**config.mk**
```make
export PLATFORM = sky130hd
export DESIGN_NAME = mem_arbiter
export DESIGN_NICKNAME = d
export VERILOG_FILES = /design/src/rtl/mem_arbiter_pkg.sv /design/src/rtl/mem_arbiter.sv
export SDC_FILE = /design/constraint.sdc
export NUM_CORES = 1
export LEC_CHECK = 0
export CAP_MARGIN = 15
export CORE_MARGIN = 8
export CORE_UTILIZATION = 45
export DETAILED_ROUTE_END_ITERATION = 10
export MAX_ROUTING_LAYER = met4
export PLACE_DENSITY_LB_ADDON = 0.3
export SYNTH_ARGS = -nofsm -noshare
export SYNTH_HDL_FRONTEND = slang
export SYNTH_SLANG_ARGS = --single-unit
```
**constraint.sdc**
```tcl
create_clock -name clk -period 2.3 [get_ports clk]
set_clock_uncertainty 0.05 [all_clocks]
set_input_delay 0.46 -clock clk [delete_from_list [all_inputs] [get_ports clk]]
set_output_delay 0.46 -clock clk [all_outputs]
set_load 0.005 [all_outputs]
```
**src/rtl/mem_arbiter_pkg.sv**
```systemverilog
// mem_arbiter_pkg: shared FSM/owner types and default timeout for the memory arbiter
package mem_arbiter_pkg;
  typedef enum logic [1:0] {IDLE, BUSY, RESP} state_t;
  typedef enum logic {OWN_IF, OWN_DM} owner_t;
  localparam int TIMEOUT_DEFAULT = 64;
endpackage

```
**src/rtl/mem_arbiter.sv**
```systemverilog
// mem_arbiter: arbitrates fetch and data ports onto one variable-latency memory, data first
module mem_arbiter
  import mem_arbiter_pkg::*;
#(
  parameter int TIMEOUT = TIMEOUT_DEFAULT,
  parameter int AW = 16,
  parameter int DW = 16
) (
  input  logic          clk,
  input  logic          rst_n,
  input  logic          if_req,
  input  logic [AW-1:0] if_addr,
  input  logic          if_flush,
  output logic [DW-1:0] if_rdata,
  output logic          if_done,
  output logic          if_stall,
  input  logic          dm_rd,
  input  logic          dm_wr,
  input  logic [AW-1:0] dm_addr,
  input  logic [DW-1:0] dm_wdata,
  output logic [DW-1:0] dm_rdata,
  output logic          dm_done,
  output logic          dm_stall,
  output logic          mem_en,
  output logic          mem_wr,
  output logic [AW-1:0] mem_addr,
  output logic [DW-1:0] mem_wdata,
  input  logic [DW-1:0] mem_rdata,
  input  logic          mem_ready,
  output logic          err
);
  localparam int CW = $clog2(TIMEOUT + 1);
  state_t state, state_nxt;
  owner_t owner;
  logic cmd_wr, err_flag, kill, kill_nxt;
  logic dm_req, grant_dm, grant, misal, timeout, own_if, finish;
  logic [CW-1:0] cnt;
  logic [AW-1:0] g_addr;
  assign dm_req   = dm_rd | dm_wr;
  assign grant_dm = dm_req;
  assign grant    = dm_req | (if_req & ~if_flush);
  assign g_addr   = grant_dm ? dm_addr : if_addr;
  assign misal    = g_addr[0];
  assign timeout  = cnt == CW'(TIMEOUT);
  assign own_if   = state != IDLE && owner == OWN_IF;
  assign kill_nxt = kill | (own_if & if_flush);
  assign finish   = state == BUSY && (mem_ready || timeout);
  always_ff @(posedge clk or negedge rst_n)
    if (!rst_n) state <= IDLE;
    else state <= state_nxt;
  always_comb begin
    state_nxt = state == IDLE ? (grant ? (misal ? RESP : BUSY) : IDLE) :
                state == BUSY ? ((mem_ready || timeout) ? RESP : BUSY) : IDLE;
  end
  always_comb begin
    mem_en   = state == BUSY;
    mem_wr   = mem_en & cmd_wr;
    if_done  = state == RESP && owner == OWN_IF && !kill;
    dm_done  = state == RESP && owner == OWN_DM;
    err      = err_flag && (if_done || dm_done);
    if_stall = if_req & ~if_done;
    dm_stall = dm_req & ~dm_done;
  end
  // A killed fetch still runs to completion on the memory side; only its results are dropped.
  always_ff @(posedge clk or negedge rst_n)
    if (!rst_n) begin
      owner     <= OWN_IF;
      cmd_wr    <= 1'b0;
      mem_addr  <= '0;
      mem_wdata <= '0;
      cnt       <= '0;
      kill      <= 1'b0;
      err_flag  <= 1'b0;
      if_rdata  <= '0;
      dm_rdata  <= '0;
    end else begin
      kill <= state_nxt == IDLE ? 1'b0 : kill_nxt;
      cnt  <= state_nxt == BUSY ? cnt + 1'b1 : '0;
      if (state == IDLE && grant) begin
        owner     <= grant_dm ? OWN_DM : OWN_IF;
        cmd_wr    <= grant_dm & dm_wr;
        mem_addr  <= g_addr;
        mem_wdata <= dm_wdata;
        err_flag  <= misal;
      end
      if (state == BUSY && !mem_ready && timeout) err_flag <= 1'b1;
      if (finish && owner == OWN_DM && !cmd_wr) dm_rdata <= mem_ready ? mem_rdata : '0;
      if (finish && owner == OWN_IF && !kill_nxt) if_rdata <= mem_ready ? mem_rdata : '0;
    end
endmodule
```
==> results of run 1 <==
## power breakdown
| part | internal (mW) | switching [mW] | total (mW) |
|---|---|---|---|
| combinational | 1.61 | 1.04 | 2.65 |
| sequential | 1.95 | 0.352 | 2.30 |
| clock | 0.517 | 0.532 | 1.05 |
## cell families after synthesis
logic type      count (synthesis)  synth area share
simple gates                  103             0.146
flops                          77             0.611
compound gates                 58             0.138
buf+inv                        19            0.0317
mux                            16            0.0508
xor+xnor                        5            0.0139
fa+ha+maj                       2           0.00793
## area by class of cell
type | instances | area [µm²]
inverter | 5 | 18.8
fill | 486 | 1820
clock buffer | 9 | 124
sequential | 77 | 1930
multi-input combinational | 184 | 1160
clock inverter | 7 | 78.8
tap | 96 | 120
timing repair buffer | 155 | 1550
## state kept, by name, summed over array words and instances (netlist names)
name / cells
mem_addr: 16
if_rdata: 16
mem_wdata: 16
owner: 1
state: 2
cnt: 7
err_flag: 1
dm_rdata: 16
cmd_wr: 1
kill: 1
## cells in the mapped netlist, types with 2 or more instances
cell type  number
and2_1          2
ha_1            2
mux2i_1        16
nand3_1         5
o21ai_1         2
inv_1           4
nor2_1         13
xor2_1          4
o21ai_0        16
clkbuf_1        3
a22o_1         32
buf_2           8
o31ai_1         2
dfrtp_1        77
buf_6           2
nor2b_1         4
nand2_1        70
## timing repair
| item | in CTS | in global routing |
|---|---|---|
| hold buffers | 1 | 0 |
| setup endpoints to repair | 3 | 3 |
| endpoints found under the hold margin | 15 | 0 |
| resized for setup | 3 | 6 |
| setup buffers | 0 | 1 |
| pin swaps | 0 | 1 |
## routing by layer
layer / wire, µm / vias up
met1: 3650 / 1309
met2: 4590 / 86
li1: - / 1274
met3: 423 / 16
met5: 0 / -
met4: 201 / 0
## worst min path at each step
stage                                      endpoint  slack, ns  cells past startpoint
final                     mem_wdata[14]$_DFFE_PN0P_       0.43                      2
after detailed placement   mem_addr[13]$_DFFE_PN0P_       0.37                      1
after CTS                  mem_wdata[2]$_DFFE_PN0P_       0.43                      2
after floorplan                  cmd_wr$_DFFE_PN0P_       0.11                      0
after global placement     mem_addr[13]$_DFFE_PN0P_       0.37                      1
after global routing      mem_wdata[15]$_DFFE_PN0P_       0.45                      2
## critical path, cell delays in order (launching register included)
cell,delay (ns)
dfrtp_2,0.45
nor4b_4,0.31
buf_4,0.15
nor2b_1,0.04
clkdlybuf4s50_1,0.46
## stage by stage
step	utilization	area [µm²]	total power, mW	setup WS, ns	std cells
CTS	0.729	4950	6.05	0.0166	532
global placement	0.696	4730	4.90	0.159	515
global route	0.733	4980	6.39	-0.0149	533
floorplan	-	3150	3.29	0.647	280
finish	0.733	4980	6.00	0.0489	533
detailed placement	0.696	4730	4.97	0.0839	515
==> results.json, run 1 <==
{
  "postRouteAntennaNets": 0,
  "gr-total-overflow": 0,
  "worstPathRequired_ns": 1.79,
  "synth_nets": 353,
  "critPathCaptureType": "output pin",
  "fin_crit_sh": 0.979,
  "rr_startpoint": "cnt[3]$_DFF_PN0_",
  "antenna_cells": 0,
  "grt_max_degree": 47,
  "drive_above_1_share": 0.0984,
  "start_util": 0.464,
  "grt_use_total": 0.188,
  "synth_edf_count": 0,
  "synthToLayoutAreaGrowth_pct": 57.8,
  "drc": 0,
  "syn_area_mm2": 0.00315,
  "grtUsageMet2": 0.316,
  "htreeDepth": 3,
  "leakage_nw": 2.27,
  "grt_pass1_vias": 2819,
  "slew_viol_final": 0,
  "fmax_ghz": 0.444,
  "clock_path_buffers": 2,
  "top_usage_layer": "met2",
  "routed_wl_um": 8860,
  "tightest_slew_ns": 0.425,
  "place.gp.congestion": 0.829,
  "path_class": "register to output pin",
  "clk_latency_ns": 0.33,
  "timing.hold.ws_ns": 0.427,
  "postSynthCellCount": 280,
  "cts_buffers": 9,
  "clock_sinks": 77,
  "synth_top_cell_area_share": 0.611,
  "start_kind": "register",
  "die_h_um": 99.7,
  "drtIter0Drc": 63,
  "ir_worst_vdd_mv": 0.620,
  "final.min_clock_period_ns": 2.25,
  "setup.worst_path.end": "if_stall",
  "ys_async_sr_fraction": 1.00,
  "arrival_ns": 1.74,
  "use_met1": 0.214,
  "cap_violations": 0,
  "synth_area_leaders": "dfrtp_1 61%, a22o_1 8.9%, nand2_1 8.3%, mux2i_1 5.1%, o21ai_0 2.5%",
  "r2r_setup_slack_ns": 0.63,
  "hp-class": "register to register",
  "vias": 2685,
  "finalSetupTns_ns": 0,
  "grt_pass1_wl_um": 14500,
  "ff2ff_path_depth": 5,
  "grt_use_met3": 0.0349,
  "yosysUniqueCellTypes": 35,
  "pin_count": 142,
  "portBuffers": 141,
  "status": "completed",
  "min_from": "mem_wdata[14]$_DFFE_PN0P_",
  "core_mm2": 0.00679,
  "path_max_fanout": 4,
  "seq_area_frac_synth": 0.611,
  "mostFrequentLayoutCell": "clkdlybuf4s50_1",
  "syn_avg_cell_area_um2": 11.3,
  "yosys_warnings": 0,
  "cts_tree": "yes",
  "row_count": 30,
  "timing.rr.end": "if_rdata[12]$_DFFE_PN0P_",
  "dr.pass1.iters": 5,
  "wl_per_cell_um": 16.6,
  "relSlewSlack": 0.717,
  "power.density_mw_per_mm2": 1200,
  "vias_per_cell": 5.04,
  "antenna_found_initial": 0,
  "crit_start": "owner$_DFFE_PN0P_",
  "fin_nets": 505,
  "hpwl_um": 6680,
  "cts_root_buf": "clkbuf_8",
  "synth_area_leader_cell": "dfrtp_1",
  "fp.dieW_um": 99.7,
  "cts.clk_slew.worst_paths_ns": 0.08,
  "finalSetupViolCount": 0,
  "hold_viol_final": 0,
  "synth-seq-cells": 77,
  "final_cell_mix": "137 x clkdlybuf4s50_1, 75 x dfrtp_1, 70 x nand2_1",
  "die_area_mm2": 0.00994,
  "synthFlopType": "dfrtp_1"
}
Power figures use the tool's default switching activity.
==> inputs of run 2 (changes only) <==
Settings changed: GPL_ROUTABILITY_DRIVEN set to 0.
==> results of run 2 <==
Same layout as run 1: the final DEF is identical, and so are final timing and power.
